$ cat src/rtl/uart_sys_defs.sv
// rtl/uart_sys_defs.sv - shared opcodes, widths and state encodings for the UART command path
package uart_sys_defs;

  localparam int DATA_W    = 8;
  localparam int ADDR_W    = 4;
  localparam int ALU_OUT_W = 16;

  localparam logic [DATA_W-1:0] CMD_RF_WR   = 8'hAA;
  localparam logic [DATA_W-1:0] CMD_RF_RD   = 8'hBB;
  localparam logic [DATA_W-1:0] CMD_ALU_OP  = 8'hCC;
  localparam logic [DATA_W-1:0] CMD_ALU_NOP = 8'hDD;

  localparam logic [ADDR_W-1:0] OPA_ADDR = 4'd0;
  localparam logic [ADDR_W-1:0] OPB_ADDR = 4'd1;

  typedef enum logic [3:0] {
    ST_IDLE, ST_WR_ADDR, ST_WR_DATA, ST_RD_ADDR, ST_RD_WAIT,
    ST_OPA, ST_OPB, ST_FUN, ST_ALU_WAIT, ST_TX
  } ctrl_state_e;

  typedef enum logic [1:0] {TX_IDLE, TX_SEND, TX_ACK, TX_DONE} tx_state_e;

endpackage

$ cat src/rtl/cmd_tx_serializer.sv
// rtl/cmd_tx_serializer.sv - sends a 1- or 2-byte response LSB first using the TX busy handshake
module cmd_tx_serializer
  import uart_sys_defs::*;
(
  input  logic                 clk,
  input  logic                 rst,
  input  logic                 start,
  input  logic [ALU_OUT_W-1:0] word,
  input  logic [1:0]           count,
  input  logic                 tx_busy,
  output logic [DATA_W-1:0]    tx_data,
  output logic                 tx_vld,
  output logic                 done
);

  tx_state_e            state;
  logic [ALU_OUT_W-1:0] shreg;
  logic [1:0]           cnt;

  always_ff @(posedge clk or negedge rst) begin
    if (!rst) begin
      state   <= TX_IDLE;
      shreg   <= '0;
      cnt     <= '0;
      tx_data <= '0;
      tx_vld  <= 1'b0;
      done    <= 1'b0;
    end else begin
      tx_vld <= 1'b0;
      done   <= 1'b0;
      case (state)
        TX_IDLE: if (start) begin
          shreg <= word;
          cnt   <= count;
          state <= TX_SEND;
        end
        TX_SEND: if (!tx_busy) begin
          tx_vld  <= 1'b1;
          tx_data <= shreg[DATA_W-1:0];
          shreg   <= {{DATA_W{1'b0}}, shreg[ALU_OUT_W-1:DATA_W]};
          state   <= TX_ACK;
        end
        // Wait for the transmitter to acknowledge by raising busy before watching it fall.
        TX_ACK: if (tx_busy) state <= TX_DONE;
        TX_DONE: if (!tx_busy) begin
          cnt <= cnt - 2'd1;
          if (cnt == 2'd1) begin
            done  <= 1'b1;
            state <= TX_IDLE;
          end else begin
            state <= TX_SEND;
          end
        end
        default: state <= TX_IDLE;
      endcase
    end
  end

endmodule

$ cat src/rtl/uart_cmd_ctrl.sv
// rtl/uart_cmd_ctrl.sv - decodes framed UART commands into RF/ALU operations and returns results
module uart_cmd_ctrl
  import uart_sys_defs::*;
(
  input  logic                 CLK,
  input  logic                 RST,
  input  logic [DATA_W-1:0]    RX_P_DATA,
  input  logic                 RX_D_VLD,
  output logic [ADDR_W-1:0]    RF_Address,
  output logic [DATA_W-1:0]    RF_WrData,
  output logic                 RF_WrEn,
  output logic                 RF_RdEn,
  input  logic [DATA_W-1:0]    RF_RdData,
  input  logic                 RF_RdData_VLD,
  output logic [3:0]           ALU_FUN,
  output logic                 ALU_EN,
  output logic                 CLK_GATE_EN,
  input  logic [ALU_OUT_W-1:0] ALU_OUT,
  input  logic                 ALU_OUT_VLD,
  output logic [DATA_W-1:0]    TX_P_DATA,
  output logic                 TX_D_VLD,
  input  logic                 TX_BUSY,
  output logic                 CMD_ERR
);

  ctrl_state_e          state;
  logic [ADDR_W-1:0]    addr_q;
  logic                 tx_start;
  logic [ALU_OUT_W-1:0] tx_word;
  logic [1:0]           tx_count;
  logic                 tx_done;

  always_comb begin
    tx_start = 1'b0;
    tx_word  = '0;
    tx_count = 2'd2;
    if (state == ST_RD_WAIT) begin
      tx_start = RF_RdData_VLD;
      tx_word  = {{(ALU_OUT_W-DATA_W){1'b0}}, RF_RdData};
      tx_count = 2'd1;
    end else if (state == ST_ALU_WAIT) begin
      tx_start = ALU_OUT_VLD;
      tx_word  = ALU_OUT;
    end
  end

  always_ff @(posedge CLK or negedge RST) begin
    if (!RST) begin
      state       <= ST_IDLE;
      addr_q      <= '0;
      RF_Address  <= '0;
      RF_WrData   <= '0;
      RF_WrEn     <= 1'b0;
      RF_RdEn     <= 1'b0;
      ALU_FUN     <= '0;
      ALU_EN      <= 1'b0;
      CLK_GATE_EN <= 1'b0;
      CMD_ERR     <= 1'b0;
    end else begin
      RF_WrEn <= 1'b0;
      RF_RdEn <= 1'b0;
      ALU_EN  <= 1'b0;
      CMD_ERR <= 1'b0;
      case (state)
        ST_IDLE: if (RX_D_VLD) begin
          case (RX_P_DATA)
            CMD_RF_WR:   state <= ST_WR_ADDR;
            CMD_RF_RD:   state <= ST_RD_ADDR;
            CMD_ALU_OP:  state <= ST_OPA;
            CMD_ALU_NOP: state <= ST_FUN;
            default:     CMD_ERR <= 1'b1;
          endcase
        end
        ST_WR_ADDR: if (RX_D_VLD) begin
          addr_q <= RX_P_DATA[ADDR_W-1:0];
          state  <= ST_WR_DATA;
        end
        ST_WR_DATA: if (RX_D_VLD) begin
          RF_Address <= addr_q;
          RF_WrData  <= RX_P_DATA;
          RF_WrEn    <= 1'b1;
          state      <= ST_IDLE;
        end
        ST_RD_ADDR: if (RX_D_VLD) begin
          RF_Address <= RX_P_DATA[ADDR_W-1:0];
          RF_RdEn    <= 1'b1;
          state      <= ST_RD_WAIT;
        end
        ST_OPA: if (RX_D_VLD) begin
          RF_Address <= OPA_ADDR;
          RF_WrData  <= RX_P_DATA;
          RF_WrEn    <= 1'b1;
          state      <= ST_OPB;
        end
        ST_OPB: if (RX_D_VLD) begin
          RF_Address <= OPB_ADDR;
          RF_WrData  <= RX_P_DATA;
          RF_WrEn    <= 1'b1;
          state      <= ST_FUN;
        end
        ST_FUN: if (RX_D_VLD) begin
          ALU_FUN     <= RX_P_DATA[3:0];
          ALU_EN      <= 1'b1;
          CLK_GATE_EN <= 1'b1;
          state       <= ST_ALU_WAIT;
        end
        // Bytes arriving while a response is pending are dropped, not queued.
        ST_RD_WAIT: begin
          CMD_ERR <= RX_D_VLD;
          if (RF_RdData_VLD) state <= ST_TX;
        end
        ST_ALU_WAIT: begin
          CMD_ERR <= RX_D_VLD;
          if (ALU_OUT_VLD) begin
            CLK_GATE_EN <= 1'b0;
            state       <= ST_TX;
          end
        end
        ST_TX: begin
          CMD_ERR <= RX_D_VLD;
          if (tx_done) state <= ST_IDLE;
        end
        default: state <= ST_IDLE;
      endcase
    end
  end

  cmd_tx_serializer u_tx (
    .clk     (CLK),
    .rst     (RST),
    .start   (tx_start),
    .word    (tx_word),
    .count   (tx_count),
    .tx_busy (TX_BUSY),
    .tx_data (TX_P_DATA),
    .tx_vld  (TX_D_VLD),
    .done    (tx_done)
  );

endmodule

$ cat config.mk
export PLATFORM = sky130hd
export DESIGN_NAME = uart_cmd_ctrl
export DESIGN_NICKNAME = d
export VERILOG_FILES = /design/src/rtl/uart_sys_defs.sv /design/src/rtl/cmd_tx_serializer.sv /design/src/rtl/uart_cmd_ctrl.sv
export SDC_FILE = /design/constraint.sdc
export NUM_CORES = 1
export LEC_CHECK = 0
export CAP_MARGIN = 20
export CORE_ASPECT_RATIO = 0.6
export CORE_UTILIZATION = 50
export CTS_CLUSTER_DIAMETER = 150
export DETAILED_ROUTE_END_ITERATION = 6
export PLACE_DENSITY = 0.79
export SYNTH_ARGS = -nofsm -noshare
export SYNTH_HDL_FRONTEND = slang
export SYNTH_HIERARCHICAL = 1
export SYNTH_SLANG_ARGS = --single-unit
$ cat constraint.sdc
create_clock -name CLK -period 2.7 [get_ports CLK]
set_input_delay 0.54 -clock CLK [delete_from_list [all_inputs] [get_ports CLK]]
set_output_delay 0.54 -clock CLK [all_outputs]
set_load 0.02 [all_outputs]
==> summary.json <==
{
  "ys_seq_area_share": {"value": 49.0, "unit": "%"},
  "antennaDiodeCount": {"value": 0},
  "floorplan.initialDensity": {"value": 52.8, "unit": "%"},
  "synth.distinct_cells": {"value": 52},
  "clk_root_buffer_cell": {"value": "sky130_fd_sc_hd__clkbuf_8"},
  "worst_skew_pair.late_latency": {"value": 0.33, "unit": "ns"},
  "place_congestion": {"value": 0.864},
  "synth_area_per_cell": {"value": 12.9, "unit": "µm²"},
  "dieWidth": {"value": 102, "unit": "µm"},
  "mostFrequentLayoutCells": {"value": "66 x sky130_fd_sc_hd__clkdlybuf4s50_1, 59 x sky130_fd_sc_hd__dfrtp_1, 37 x sky130_fd_sc_hd__mux2_2"},
  "numClockSinks": {"value": 59},
  "drtPass1Iterations": {"value": 4},
  "start_kind": {"value": "flip-flop"},
  "rsz0062_at_grt": {"value": "no"},
  "max-clock-path-buffers": {"value": 2},
  "crit_path_max_incr_delay": {"value": 0.57, "unit": "ns"},
  "grt_first_pass_wirelength": {"value": 10500, "unit": "µm"},
  "route.detailed.vias_per_inst": {"value": 5.28},
  "postPlaceCellArea": {"value": 3720, "unit": "µm²"},
  "routed_wire_length_per_instance": {"value": 16.3, "unit": "µm"},
  "min-delay-path-class": {"value": "in -> async"},
  "worst_ir_drop_vdd": {"value": 588, "unit": "µV"},
  "post-dp-hpwl": {"value": 4640, "unit": "µm"},
  "final-hold-violation-count": {"value": 0},
  "timing.setup.tns": {"value": 0, "unit": "ns"},
  "ios": {"value": 68},
  "buffer_ports.inserted": {"value": 67},
  "clock-skew-final": {"value": 0.00872, "unit": "ns"},
  "report.power.total": {"value": 4.08, "unit": "mW"},
  "fin_nets": {"value": 349},
  "global_route.usage.total": {"value": 22.3, "unit": "%"},
  "outcome": {"value": "finished clean"},
  "drc": {"value": 0},
  "post_synthesis_instance_total": {"value": 234},
  "post_cts.repair.setup_buffers": {"value": 0},
  "total_clock_buffers_created_by_cts": {"value": 9},
  "fmax": {"value": 0.439, "unit": "GHz"},
  "cp_cell_sequence": {"value": "nor4b_2 -> a22o_1 -> nand2b_2 -> o211ai_4 -> mux2_4"},
  "grt_max_degree": {"value": 32},
  "slowest_stage": {"value": "sky130_fd_sc_hd__dfrtp_1"},
  "hold_slack": {"value": 0.246, "unit": "ns"},
  "via_count": {"value": 2050},
  "cp_data_arrival_time": {"value": 2.49, "unit": "ns"},
  "cts-hold-fix-buffers": {"value": 0},
  "cp_data_required_time": {"value": 2.91, "unit": "ns"},
  "path_clk_slew": {"value": 0.07, "unit": "ns"},
  "finalWorstPathRequiredPeriod": {"value": 2.28, "unit": "ns"},
  "syn_nets": {"value": 280},
  "timing.final.max_slew_violations": {"value": 0},
  "async_sr_flop_fraction": {"value": 100, "unit": "%"},
  "max_slew_margin": {"value": 53.6, "unit": "%"},
  "synth.top_cell.area_share": {"value": 49.0, "unit": "%"},
  "final_layout_size_suffix_gt1_share": {"value": 24.7, "unit": "%"},
  "final_cell_area": {"value": 3920, "unit": "µm²"},
  "cp_max_fo": {"value": 17},
  "power_density_over_the_cells": {"value": 1040, "unit": "nW/µm²"},
  "design.core.area": {"value": 5700, "unit": "µm²"},
  "first_global_vias": {"value": 2095},
  "ys_top_cells_by_area": {"value": "sky130_fd_sc_hd__dfrtp_1 49%, sky130_fd_sc_hd__mux2_2 14%, sky130_fd_sc_hd__a22o_1 5.8%"},
  "globalRouteOverflowTotal": {"value": 0},
  "floorplan.die_area": {"value": 6350, "unit": "µm²"},
  "ys_dominant_reg_cell": {"value": "sky130_fd_sc_hd__dfrtp_1"},
  "drt_first_iter_violations": {"value": 107},
  "placementRows": {"value": 21},
  "synth_enable_flop_cells": {"value": 0},
  "antenna_violations_before_repair": {"value": 0},
  "synth_seq_cells": {"value": 59},
  "endpoint_kind": {"value": "flip-flop"},
  "cellLeakagePower": {"value": 1.78, "unit": "nW"},
  "syn_area": {"value": 3010, "unit": "µm²"},
  "warnings_synthesis": {"value": 6},
  "dominant_cell_type_by_area_after_synthesis": {"value": "sky130_fd_sc_hd__dfrtp_1"},
  "ctsResizeCount": {"value": 0},
  "route.antenna.remaining_nets": {"value": 0},
  "syn_to_final_growth": {"value": 30.0, "unit": "%"},
  "wl": {"value": 6330, "unit": "µm"},
  "setup_viol": {"value": 0},
  "finalCritPeriodShare": {"value": 84.3, "unit": "%"},
  "post-route-worst-setup-slack": {"value": 0.424, "unit": "ns"},
  "maxCapViolations": {"value": 0},
  "layout_commonest_cell": {"value": "sky130_fd_sc_hd__clkdlybuf4s50_1"},
  "startpoint_to_endpoint_class_of_the_critical_path": {"value": "reg -> reg"},
  "chipHeight": {"value": 62.1, "unit": "µm"},
  "worst-slew-pin-transition": {"value": 0.695, "unit": "ns"},
  "setup_slack_at_placement": {"value": 0.325, "unit": "ns"},
  "cts_tree": {"value": "done"},
  "htree_num_levels": {"value": 3}
}
[report_power, final]
group	switching [mW]	internal [mW]
registers	0.242	1.18
logic	0.885	0.978
clock network	0.342	0.446
[registers in the layout, indices dropped and copies added, names as in the netlist, 2 cells and up]
name	cells
ALU_FUN	4
RF_Address	4
RF_WrData	8
addr_q	4
state	4
u_tx/cnt	2
u_tx/shreg	16
u_tx/state	2
u_tx/tx_data	8
[metrics by stage]
step / cells / util, %
2_1_floorplan: 234 / -
6_report: 388 / 68.7
3_5_place_dp: 372 / 65.3
5_1_grt: 388 / 68.7
4_1_cts: 388 / 68.7
3_3_place_gp: 372 / 65.3
[synth_stat cells (all sizes together) (3+ instances only)]
master	n
dfrtp	59
mux2	46
inv	11
ha	8
and4	3
and2	9
o21ai	8
buf	12
a22o	20
mux2i	6
o221ai	3
nor2	10
nand2	5
[final cells by class]
class	count	area, µm²
clock buffer	11	141
sequential	59	1480
fill	422	1780
timing repair buffer	71	708
inverter	11	41.3
tap	80	100
clock inverter	5	52.6
multi-input combinational	151	1400
[worst max-delay path, delay by kind of cell, from the launching register on]
kind	cells	cell delay (ns)
AND/OR/NAND/NOR	2	0.75
AO/OA/AOI/OAI	2	0.45
multiplexers	1	0.37
flip-flops	1	0.57
[path summary, 6_finish.rpt]
check / startpoint / endpoint / slack, ns / cells past startpoint
max: state[0] / u_tx/shreg[6] / 0.42 / 5
min: RST / RF_WrData[3] / 0.25 / 1
max reg2reg: state[0] / u_tx/shreg[6] / 0.42 / 5
min reg2reg: u_tx/shreg[4] / u_tx/tx_data[4] / 0.49 / 1
max in group asynchronous: RST / u_tx/shreg[6] / 1.85 / 2
min in group CLK: u_tx/shreg[4] / u_tx/tx_data[4] / 0.49 / 1
[kinds of logic (layout without fill, tap and decap cells)]
group | after synthesis | after routing | share of synthesized area, %
AOI/OAI and AO/OA | 46 | 46 | 12.4
xor gates and xnor gates | 2 | 2 | 0.582
adders and majority gates | 8 | 8 | 3.32
buffers and inverters | 24 | 98 | 4.61
DFF | 59 | 59 | 49.0
muxes | 52 | 52 | 20.1
and+or+nand+nor | 43 | 43 | 10.0
[layer usage]
| metal | GRT usage, % | share of wire [%] | vias up |
|---|---|---|---|
| li1 | - | - | 996 |
| met1 | 33.3 | 50 | 993 |
| met2 | 30.1 | 44 | 48 |
| met3 | 5.97 | 3.9 | 13 |
| met4 | 10.0 | 2.0 | 0 |
| met5 | 0 | 0 | - |
Power figures use the tool's default switching activity.
